**src/rtl/demodulator_pkg.sv**
```systemverilog
// Shared constants for the carrier modulator/demodulator pair: FSM encoding,
// default half-period width and the lock-window tolerance shift.
package demodulator_pkg;

    localparam int CPH_W_DEF = 16;
    localparam int TOL_SHIFT = 2;

    typedef enum logic [1:0] {
        ST_IDLE    = 2'd0,
        ST_ACQUIRE = 2'd1,
        ST_LOCKED  = 2'd2
    } state_t;

    // Settings the UART modulator and this demodulator must agree on.
    typedef struct packed {
        logic [CPH_W_DEF-1:0] cycles_per_half_period;
        logic                 idle_level;
    } mod_params_t;

endpackage

```
**src/rtl/demodulator_if.sv**
```systemverilog
// Carrier-in / lock-status bundle between the delay line, the demodulator
// and whatever consumes the recovered data.
interface demodulator_if
    import demodulator_pkg::*;
#(
    parameter int CPH_W = CPH_W_DEF
) ();
    logic             in;
    logic [CPH_W-1:0] cycles_per_half_period;
    logic             out;
    logic [7:0]       locked_edges;
    logic             err;

    modport master (
        output in, cycles_per_half_period,
        input  out, locked_edges, err
    );

    modport slave (
        input  in, cycles_per_half_period,
        output out, locked_edges, err
    );
endinterface

```
**src/rtl/demodulator_sync_edge_det.sv**
```systemverilog
// Synchroniser, optional 3-sample majority filter (DEMOD_GLITCH_FILTER_EN)
// and edge pulse generation for the raw carrier input.
module demodulator_sync_edge_det (
    input  logic clk,
    input  logic n_reset,
    input  logic i_run,
    input  logic i_in,
    output logic o_edge
);
    logic [1:0] r_sync;
    logic       r_prev;
    logic       w_level;

    always_ff @(posedge clk or negedge n_reset) begin
        if (!n_reset) begin
            r_sync <= '0;
        end else if (i_run) begin
            r_sync <= {r_sync[0], i_in};
        end
    end

`ifdef DEMOD_GLITCH_FILTER_EN
    logic [1:0] r_hist;

    always_ff @(posedge clk or negedge n_reset) begin
        if (!n_reset) begin
            r_hist <= '0;
        end else if (i_run) begin
            r_hist <= {r_hist[0], r_sync[1]};
        end
    end

    // Level only moves once two of the last three samples agree.
    assign w_level = (r_sync[1] & r_hist[0]) | (r_sync[1] & r_hist[1]) |
                     (r_hist[0] & r_hist[1]);
`else
    assign w_level = r_sync[1];
`endif

    always_ff @(posedge clk or negedge n_reset) begin
        if (!n_reset) begin
            r_prev <= 1'b0;
        end else if (i_run) begin
            r_prev <= w_level;
        end
    end

    assign o_edge = i_run & (w_level ^ r_prev);
endmodule

```
**src/rtl/demodulator.sv**
```systemverilog
// Carrier lock detector: measures edge gaps against H = cph + 1 and reports
// lock on out. Build with DEMOD_GLITCH_FILTER_EN for the input majority filter.
//
// state      | meaning
// -----------+------------------------------------------------------------
// ST_IDLE    | no carrier seen; waiting for any edge
// ST_ACQUIRE | counting consecutive in-tolerance gaps towards LOCK_GAPS
// ST_LOCKED  | carrier present; out = 1
module demodulator
    import demodulator_pkg::*;
#(
    parameter int CPH_W     = CPH_W_DEF,
    parameter int LOCK_GAPS = 3
) (
    input  logic         clk,
    input  logic         n_reset,
    demodulator_if.slave bus
);
    localparam int         GW = CPH_W + 2;
    localparam logic [7:0] LG = 8'(LOCK_GAPS);

    logic [1:0]       r_rst_sync;
    logic             w_run;
    logic             w_edge;
    logic             w_cph_chg;
    logic             w_in_tol;
    logic             w_timeout;
    logic [GW-1:0]    w_h;
    logic [GW-1:0]    w_lo;
    logic [GW-1:0]    w_hi;
    logic [GW-1:0]    w_two_h;
    logic [GW-1:0]    w_gap;
    logic [GW-1:0]    r_gap;
    logic [CPH_W-1:0] r_cph;
    state_t           r_state;
    state_t           w_state_nxt;
    logic [7:0]       r_good;
    logic [7:0]       w_good_nxt;
    logic [7:0]       r_locked_edges;
    logic [7:0]       w_le_nxt;
    logic             r_err;
    logic             w_err_nxt;
    logic             r_out;

    // Assertion clears everything at once; release reaches the logic two clocks later.
    always_ff @(posedge clk or negedge n_reset) begin
        if (!n_reset) begin
            r_rst_sync <= '0;
        end else begin
            r_rst_sync <= {r_rst_sync[0], 1'b1};
        end
    end

    assign w_run = r_rst_sync[1];

    demodulator_sync_edge_det u_sync_edge_det (
        .clk     (clk),
        .n_reset (n_reset),
        .i_run   (w_run),
        .i_in    (bus.in),
        .o_edge  (w_edge)
    );

    assign w_h       = {2'b00, bus.cycles_per_half_period} + GW'(1);
    assign w_lo      = w_h - (w_h >> TOL_SHIFT);
    assign w_hi      = w_h + (w_h >> TOL_SHIFT);
    assign w_two_h   = w_h << 1;
    // Gap as seen at this edge: clocks since the previous edge, saturating.
    assign w_gap     = (&r_gap) ? r_gap : r_gap + GW'(1);
    assign w_in_tol  = (w_gap >= w_lo) && (w_gap <= w_hi);
    assign w_timeout = !w_edge && (w_gap >= w_two_h);
    assign w_cph_chg = (bus.cycles_per_half_period != r_cph);

    always_ff @(posedge clk or negedge n_reset) begin
        if (!n_reset) begin
            r_state <= ST_IDLE;
        end else if (w_run) begin
            r_state <= w_state_nxt;
        end
    end

    always_comb begin
        w_state_nxt = r_state;
        if (w_cph_chg) begin
            w_state_nxt = ST_IDLE;
        end else begin
            case (r_state)
                ST_IDLE: begin
                    if (w_edge) w_state_nxt = ST_ACQUIRE;
                end
                ST_ACQUIRE: begin
                    if (w_edge) begin
                        if (w_in_tol && ((r_good + 8'd1) >= LG)) w_state_nxt = ST_LOCKED;
                    end else if (w_timeout) begin
                        w_state_nxt = ST_IDLE;
                    end
                end
                ST_LOCKED: begin
                    if (w_edge) begin
                        if (!w_in_tol) w_state_nxt = ST_ACQUIRE;
                    end else if (w_timeout) begin
                        w_state_nxt = ST_IDLE;
                    end
                end
                default: w_state_nxt = ST_IDLE;
            endcase
        end
    end

    always_comb begin
        w_good_nxt = r_good;
        w_le_nxt   = r_locked_edges;
        w_err_nxt  = 1'b0;
        if (w_state_nxt == ST_IDLE) begin
            w_good_nxt = '0;
            w_le_nxt   = '0;
        end else if (w_edge && (r_state != ST_IDLE)) begin
            if (w_in_tol) begin
                if (r_state == ST_ACQUIRE) w_good_nxt = r_good + 8'd1;
                if (r_locked_edges != 8'hFF) w_le_nxt = r_locked_edges + 8'd1;
            end else begin
                w_good_nxt = '0;
                w_le_nxt   = '0;
                w_err_nxt  = (r_state == ST_LOCKED);
            end
        end
    end

    always_ff @(posedge clk or negedge n_reset) begin
        if (!n_reset) begin
            r_gap          <= '0;
            r_cph          <= '0;
            r_good         <= '0;
            r_locked_edges <= '0;
            r_err          <= 1'b0;
            r_out          <= 1'b0;
        end else if (w_run) begin
            if (w_cph_chg || w_edge) begin
                r_gap <= '0;
            end else if (!(&r_gap)) begin
                r_gap <= r_gap + GW'(1);
            end
            r_cph          <= bus.cycles_per_half_period;
            r_good         <= w_good_nxt;
            r_locked_edges <= w_le_nxt;
            r_err          <= w_err_nxt;
            r_out          <= (w_state_nxt == ST_LOCKED);
        end
    end

    assign bus.out          = r_out;
    assign bus.locked_edges = r_locked_edges;
    assign bus.err          = r_err;
endmodule
```
**src/flat_wrapper.sv**
```systemverilog
// flat-port wrapper written by rule: the top's interface ports become plain ports
module demodulator_flat import demodulator_pkg::*;
#(
    parameter int CPH_W     = CPH_W_DEF,
    parameter int LOCK_GAPS = 3
)
  (clk, n_reset, bus_in, bus_cycles_per_half_period, bus_out, bus_locked_edges, bus_err);
  demodulator_if #(.CPH_W(CPH_W)) bus_i ();
  input  logic clk;
  input  logic n_reset;
  input wire logic [$bits(bus_i.in)-1:0] bus_in;
  input wire logic [$bits(bus_i.cycles_per_half_period)-1:0] bus_cycles_per_half_period;
  output wire logic [$bits(bus_i.out)-1:0] bus_out;
  output wire logic [$bits(bus_i.locked_edges)-1:0] bus_locked_edges;
  output wire logic [$bits(bus_i.err)-1:0] bus_err;
  assign bus_i.in = bus_in;
  assign bus_i.cycles_per_half_period = bus_cycles_per_half_period;
  assign bus_out = bus_i.out;
  assign bus_locked_edges = bus_i.locked_edges;
  assign bus_err = bus_i.err;
  demodulator #(.CPH_W(CPH_W), .LOCK_GAPS(LOCK_GAPS)) u_core (.clk(clk), .n_reset(n_reset), .bus(bus_i));
endmodule
```
**config.mk**
```make
export PLATFORM = sky130hd
export DESIGN_NAME = demodulator_flat
export DESIGN_NICKNAME = d
export VERILOG_FILES = /design/src/rtl/demodulator_pkg.sv /design/src/rtl/demodulator_if.sv /design/src/rtl/demodulator_sync_edge_det.sv /design/src/rtl/demodulator.sv /design/src/flat_wrapper.sv
export SDC_FILE = /design/constraint.sdc
export NUM_CORES = 1
export LEC_CHECK = 0
export ABC_AREA = 1
export BUFFER_PORTS_ARGS = -buffer_cell sky130_fd_sc_hd__buf_2
export CORE_MARGIN = 10
export CORE_UTILIZATION = 35
export DETAILED_ROUTE_END_ITERATION = 7
export GPL_TIMING_DRIVEN = 0
export SETUP_SLACK_MARGIN = 0.5
export SLEW_MARGIN = 20
export SYNTH_ARGS = -nofsm -noshare
export SYNTH_HDL_FRONTEND = slang
export SYNTH_SLANG_ARGS = --single-unit
```
**constraint.sdc**
```tcl
create_clock -name clk -period 5.4 [get_ports clk]
set_input_delay 0 -clock clk [delete_from_list [all_inputs] [get_ports clk]]
set_output_delay 0 -clock clk [all_outputs]
set_load 0.02 [all_outputs]
```
Word-level counts from Yosys, hierarchy flattened
Cells that the tools add are included. W data, S select, Z words.

Input bits: 19. Output and inout port bits: 10. Bits in registers: 59. Logic and storage cells: 63.

Bitwise logic cells: 2. Eq/ne operators: 7. Multiplexer cells: 21. Reduce and logical (&&, ||, !) cells: 13. Order comparisons: 4. $add $sub $neg: 6.

Operator list (count): $mux W8 (8); $ge A18 B18 Y1 (2); $mux W18 (2); $add A18 B1 Y18 const B (1); $add A18 B16 Y18 (1); $le A18 B18 Y1 (1); $reduce_and A18 Y1 (1); $sub A18 B16 Y18 (1); $add A16 B1 Y17 const B (1); $add A8 B1 Y8 const B (2); $ne A16 B16 Y1 (1); $mux W2 (7); $ge A8 B2 Y1 const B (1); $ne A8 B8 Y1 const B (1); $ne A3 B3 Y1 const B (2); $pmux W2 S3 (1); $reduce_and A3 Y1 (2); $eq A2 B2 Y1 const B (2); $logic_and A1 B1 Y1 (4); $logic_not A2 Y1 (2); $reduce_bool A2 Y1 (2); $mux W1 (3); $eq A2 B1 Y1 const B (1); $and A1 B1 Y1 (1); 3 further kinds (3).

Longest topological paths before layout
Depth in word-level cells: 12. Depth in mapped cells: 38. Depth with buffers taken out: 38.

Modules after synthesis
Synthesis repeated with hierarchy kept, for this count alone.

Cell total of the unflattened synthesis: 891. Area, all modules: 6293.5 um2.

Modules (own cells, without submodules): demodulator (seq. area each 1401.3 um2, instances 1, cells an instance 875, area each 6165.9 um2); demodulator_sync_edge_det (seq. area each 75.1 um2, instances 1, cells an instance 16, area each 127.6 um2).

Worst setup path after synthesis
No wires, ideal clock.

Kind: input to register. Start: input port bus_cycles_per_half_period[0]. End: register u_core.r_locked_edges[0], in the netlist u_core.bus.locked_edges[0]. Data required time: 5282 ps. Stages: 35. Data arrival time: 4590 ps. Library setup time: 118 ps. Slack: 692 ps. Path buffers: 2. Path through: ha_1 > nand2_1 > nor3_1 > inv_1 > nor3_1 > inv_1 > nor2_1 > nand4_1 > xor2_1 > inv_1 > ha_1 > clkbuf_1 > inv_1 > nand2_1 > nand2_1 > a221oi_1 > nand2_1 > xor2_1 > ha_1 > nand2_1 > nor2_1 > nand2_1 > nor2_1 > nand2_1 > nand4_2 > nand2_2 > buf_6 > o21ai_2 > a21oi_2 > o21ai_4 > o21bai_4 > nor2_8 > inv_4 > nand2_1 > nand2_1.

Longest elaborated chain between the ends: 12. Elaborated cells on any way between the ends: 24. Classes of those cells: add/sub: 3; order compare: 3; eq/ne: 2; mux: 10; reduce/logical: 6.

Ends and longest elaborated chain: start, declared (RTL line flat_wrapper.sv:12) `input wire logic [$bits(bus_i.cycles_per_half_period)-1:0] bus_cycles_per_half_period;`; $add A16 B1 Y17 (RTL line demodulator.sv:64) `assign w_h = {2'b00, bus.cycles_per_half_period} + GW'(1);`; $sub A18 B16 Y18 / $add A18 B16 Y18 (equally long branches) (RTL line demodulator.sv:65, demodulator.sv:66); $ge A18 B18 Y1 / $le A18 B18 Y1 (equally long branches) (RTL line demodulator.sv:70) `assign w_in_tol = (w_gap >= w_lo) && (w_gap <= w_hi);`; $logic_and A1 B1 Y1 (RTL line demodulator.sv:70); $logic_and A1 B1 Y1 (RTL line demodulator.sv:93) `if (w_in_tol && ((r_good + 8'd1) >= LG)) w_state_nxt = ST_LOCKED;`; $mux W2 (RTL line demodulator.sv:93); $mux W2 (RTL line demodulator.sv:92) `if (w_edge) begin`; $pmux W2 S3 (RTL line demodulator.sv:87) `case (r_state)`; $mux W2 (RTL line demodulator.sv:84) `if (w_cph_chg) begin`; $logic_not A2 Y1 (RTL line demodulator.sv:114) `if (w_state_nxt == ST_IDLE) begin`; $ne A3 B3 Y1 (no source line) / $reduce_bool A2 Y1 (equally long branches); $reduce_and A3 Y1 (no source line); end signal, assigned (RTL line demodulator.sv:145) `r_locked_edges <= w_le_nxt;`; end, declared (RTL line demodulator.sv:39) `logic [7:0] r_locked_edges;`.

Parallel ways exist; a longest one is shown, timed or not. The select of a mux whose other input is x is not followed. A chain may end at the register's enable or synchronous reset.

Worst setup path in the final report
Start: input port bus_cycles_per_half_period[2]. End: register u_core.r_good[7].

Longest elaborated chain between the ends: 12. Elaborated cells on any way between the ends: 24. Classes of those cells: add/sub: 3; order compare: 3; eq/ne: 2; mux: 10; reduce/logical: 6.

Ends and longest elaborated chain: $add A16 B1 Y17 (RTL line demodulator.sv:64); $sub A18 B16 Y18 / $add A18 B16 Y18 (equally long branches) (RTL line demodulator.sv:65, demodulator.sv:66); $ge A18 B18 Y1 / $le A18 B18 Y1 (equally long branches) (RTL line demodulator.sv:70); $logic_and A1 B1 Y1 (RTL line demodulator.sv:70); $logic_and A1 B1 Y1 (RTL line demodulator.sv:93); $mux W2 (RTL line demodulator.sv:93); $mux W2 (RTL line demodulator.sv:92); $pmux W2 S3 (RTL line demodulator.sv:87); $mux W2 (RTL line demodulator.sv:84); $logic_not A2 Y1 (RTL line demodulator.sv:114); $ne A3 B3 Y1 (no source line) / $reduce_bool A2 Y1 (equally long branches); $reduce_and A3 Y1 (no source line); end signal, assigned (RTL line demodulator.sv:144) `r_good <= w_good_nxt;`; end, declared (RTL line demodulator.sv:37) `logic [7:0] r_good;`.

Parallel ways exist; a longest one is shown, timed or not. The select of a mux whose other input is x is not followed.

==> impl_metrics.json <==
{
  "critPathLaunchType": "input pin",
  "hold_viol_final": 0,
  "dpl_worst_slack_ns": -0.715,
  "netlist.area_leader.share_pct": 22.6,
  "yosys_warnings": 0,
  "cp_slowest_stage_delay_ns": 0.36,
  "finish.utilization_pct": 47.9,
  "dominantRegCellSynth": "dfrtp_1",
  "slew_headroom_pct": 51.5,
  "slowest_stage": "ha_4",
  "path_max_fanout": 6,
  "boundaryPins": 29,
  "fin_skew_ns": 0.00441,
  "min_period_over_period_pct": 88.2,
  "synth.most_common_cell": "nand2_1",
  "synthArstFlopShare_pct": 100,
  "ys_ff_latch": 59,
  "avgSynthCellArea_sq_um": 7.10,
  "synthesis.area_sq_um": 6540,
  "p_per_area_nw_per_um2": 176,
  "critPathArrivalTime_ns": 5.01,
  "multiInputGateArea_sq_um": 5210,
  "synth_edf_count": 0,
  "finalMaxSlewViolations": 0,
  "max_freq_mhz": 210,
  "cts_made_buffers": 9,
  "setup_ws_ns": 0.639,
  "wl_per_cell_um": 15.2,
  "yosysSeqAreaShare_pct": 22.6,
  "grt_usage_pct": 15.1,
  "clk_pin_slew_worst_paths_ns": 0.05,
  "place.port_buffers": 28,
  "tritoncts": "built",
  "fill_cells": 1790,
  "clock_latency_ns": 0.33,
  "synth_area_leaders": "dfrtp_1 (23%), ha_1 (17%), nand2_1 (13%)",
  "antenna_cells": 0,
  "start_util_pct": 36.1,
  "via_per_inst": 4.99,
  "die_w_um": 157,
  "antenna_found_initial": 0,
  "dp_hpwl_mm": 14.0,
  "htreeDepth": 3,
  "drtIter0Drc": 395,
  "synth_cell_type_count": 55,
  "status": "finished, final reports clean",
  "drc_errors": 0,
  "drt_first_pass_iters": 6,
  "gp_congestion": 0.887,
  "gr-total-overflow": 0,
  "drive_above_1_share_pct": 27.2,
  "max_cap_viol_count": 0,
  "register_area_sq_um": 1480,
  "setup.worst_path.end_class": "flop",
  "syn2layout_area_growth_pct": 32.8,
  "post_dp_cell_area_sq_um": 7000,
  "syn_inst": 922,
  "layout_min_cycle_time_ns": 4.76,
  "cts.path.max_buffers": 2,
  "die_h_um": 157,
  "fin_area_sq_um": 8690,
  "critPathRequiredTime_ns": 5.65,
  "setup_viol": 0,
  "coreArea_sq_um": 18100,
  "wirelength_mm": 19.1,
  "leakagePower_nw": 4.22,
  "cts.sinks": 59,
  "postRouteAntennaNets": 0,
  "grt_first_pass_wirelength_mm": 30.4,
  "root_buffer": "clkbuf_16",
  "fin_setup_tns_ns": 0,
  "final_nets": 1134,
  "rows": 49,
  "grt_max_degree": 54,
  "vias": 6273,
  "ir_drop_mv": 0.167,
  "critPathKind": "input pin to flop",
  "syn_nets": 1031,
  "tightest_slew_ns": 0.725,
  "min_path_type": "input pin to flop",
  "ys_top_cells_by_count": "nand2_1 (226), inv_1 (135), ha_1 (88)",
  "grt_pass1_vias": 5961,
  "die-area_sq_um": 24600,
  "rsz0062_at_grt": "true",
  "yosysTopAreaCell": "dfrtp_1"
}
-- per-layer routing --
layer	track usage [%]	vias to the layer above	routed length [um]
li1	-	3214	-
met1	20.7	2934	9090
met2	24.7	110	9180
met3	2.08	15	653
met4	2.56	0	181
met5	0	-	0
-- logic make-up (layout without fill, tap and decap cells) --
| logic type | count (synthesis) | count (layout) | share of synthesized area, % |
|---|---|---|---|
| AND/OR/NAND/NOR | 410 | 410 | 29.0 |
| flip-flops | 59 | 59 | 22.6 |
| buffers and inverters | 161 | 267 | 9.45 |
| adder cells (fa/ha/maj) | 90 | 90 | 17.4 |
| XOR/XNOR | 69 | 69 | 9.24 |
| AO/OA/AOI/OAI | 132 | 132 | 12.3 |
| other | 1 | 1 | 0.0573 |
-- report_power, final --
part / switching, W / leakage (nW) / total, W / internal (W)
registers: 0.00000868 / 0.786 / 0.000465 / 0.000457
logic: 0.000319 / 3.30 / 0.000542 / 0.000223
clock network: 0.000198 / 0.137 / 0.000525 / 0.000327
total: 0.000526 / 4.22 / 0.00153 / 0.00101
-- layout by cell type (no fill, tap or decap), types with 4 or more instances in the layout --
master and count:
xor2_2 4, nand3_1 29, nand3_2 9, nand2_4 10
o21ai_1 8, ha_4 10, xor2_1 49, nand2_1 202
clkbuf_16 9, buf_12 6, nand4_1 24, nor3_4 5
buf_4 52, inv_1 118, nor4_4 4, a21oi_2 18
xnor2_1 13, buf_2 23, o22ai_1 12, o21ai_2 7
o21ai_0 26, a21oi_1 26, a21o_1 4, dfrtp_1 59
ha_1 75, nand2_2 25, inv_2 18, dlygate4sd3_1 10
nor2_1 47, nor2_2 11, nor3_1 15, nor2_4 13
clkbuf_1 7
-- worst paths after layout --
check | slack [ns] | from | endpoint | depth (start not counted)
worst min register to register | 0.35 | u_core.r_rst_sync[0] | u_core.r_rst_sync[1] | 0
worst max register to register | 0.77 | u_core.r_gap[0] | u_core.r_good[7] | 30
min in group asynchronous | 0.03 | n_reset | u_core.r_good[1] | 2
max in group asynchronous | 4.89 | n_reset | u_core.r_gap[17] | 3
worst max-delay path | 0.64 | bus_cycles_per_half_period[2] | u_core.r_good[7] | 35
worst min-delay path | 0.003 | bus_cycles_per_half_period[11] | u_core.r_cph[11] | 3
-- critical path, delay by kind of cell --
family | cells | cell delay, ns
AOI/OAI and AO/OA | 7 | 1.17
xor gates and xnor gates | 2 | 0.38
adders and majority gates | 2 | 0.63
buffers and inverters | 4 | 0.49
and+or+nand+nor | 20 | 2.34
-- flip-flops by register name, indices dropped and copies added, names as in the netlist --
name and cells:
u_core.r_gap 18, u_core.r_cph 16, u_core.bus.locked_edges 8, u_core.r_good 8, u_core.r_rst_sync 2, u_core.r_state 2, u_core.u_sync_edge_det.r_sync 2, u_core.bus.err 1
u_core.bus.out 1, u_core.u_sync_edge_det.r_prev 1
-- metrics by stage --
step                      cells  total power (W)  hold WS (ns)
final                      1257          0.00153       0.00343
after global routing       1257          0.00162        0.0360
after CTS                  1225          0.00144       0.00177
after detailed placement   1180         0.000855        -0.169
after global placement     1179         0.000850         0.224
after floorplan             922         0.000747        -0.296
-- area by class of cell --
class	count	area share, %
clock inverter	3	0.173
timing repair buffer	92	8.71
tap	229	3.30
buffer	16	1.31
sequential	59	17.0
inverter	145	6.65
clock buffer	11	2.91
multi-input combinational	702	60.0
-- repair_timing --
action	in CTS	in global routing
hold endpoints to repair	68	0
cloned	0	0
buffers inserted	21	32
hold buffers	10	0
resized for setup	81	145
pin swaps	32	89
setup endpoints to repair	20	19
(Power assumes the default switching activity.)
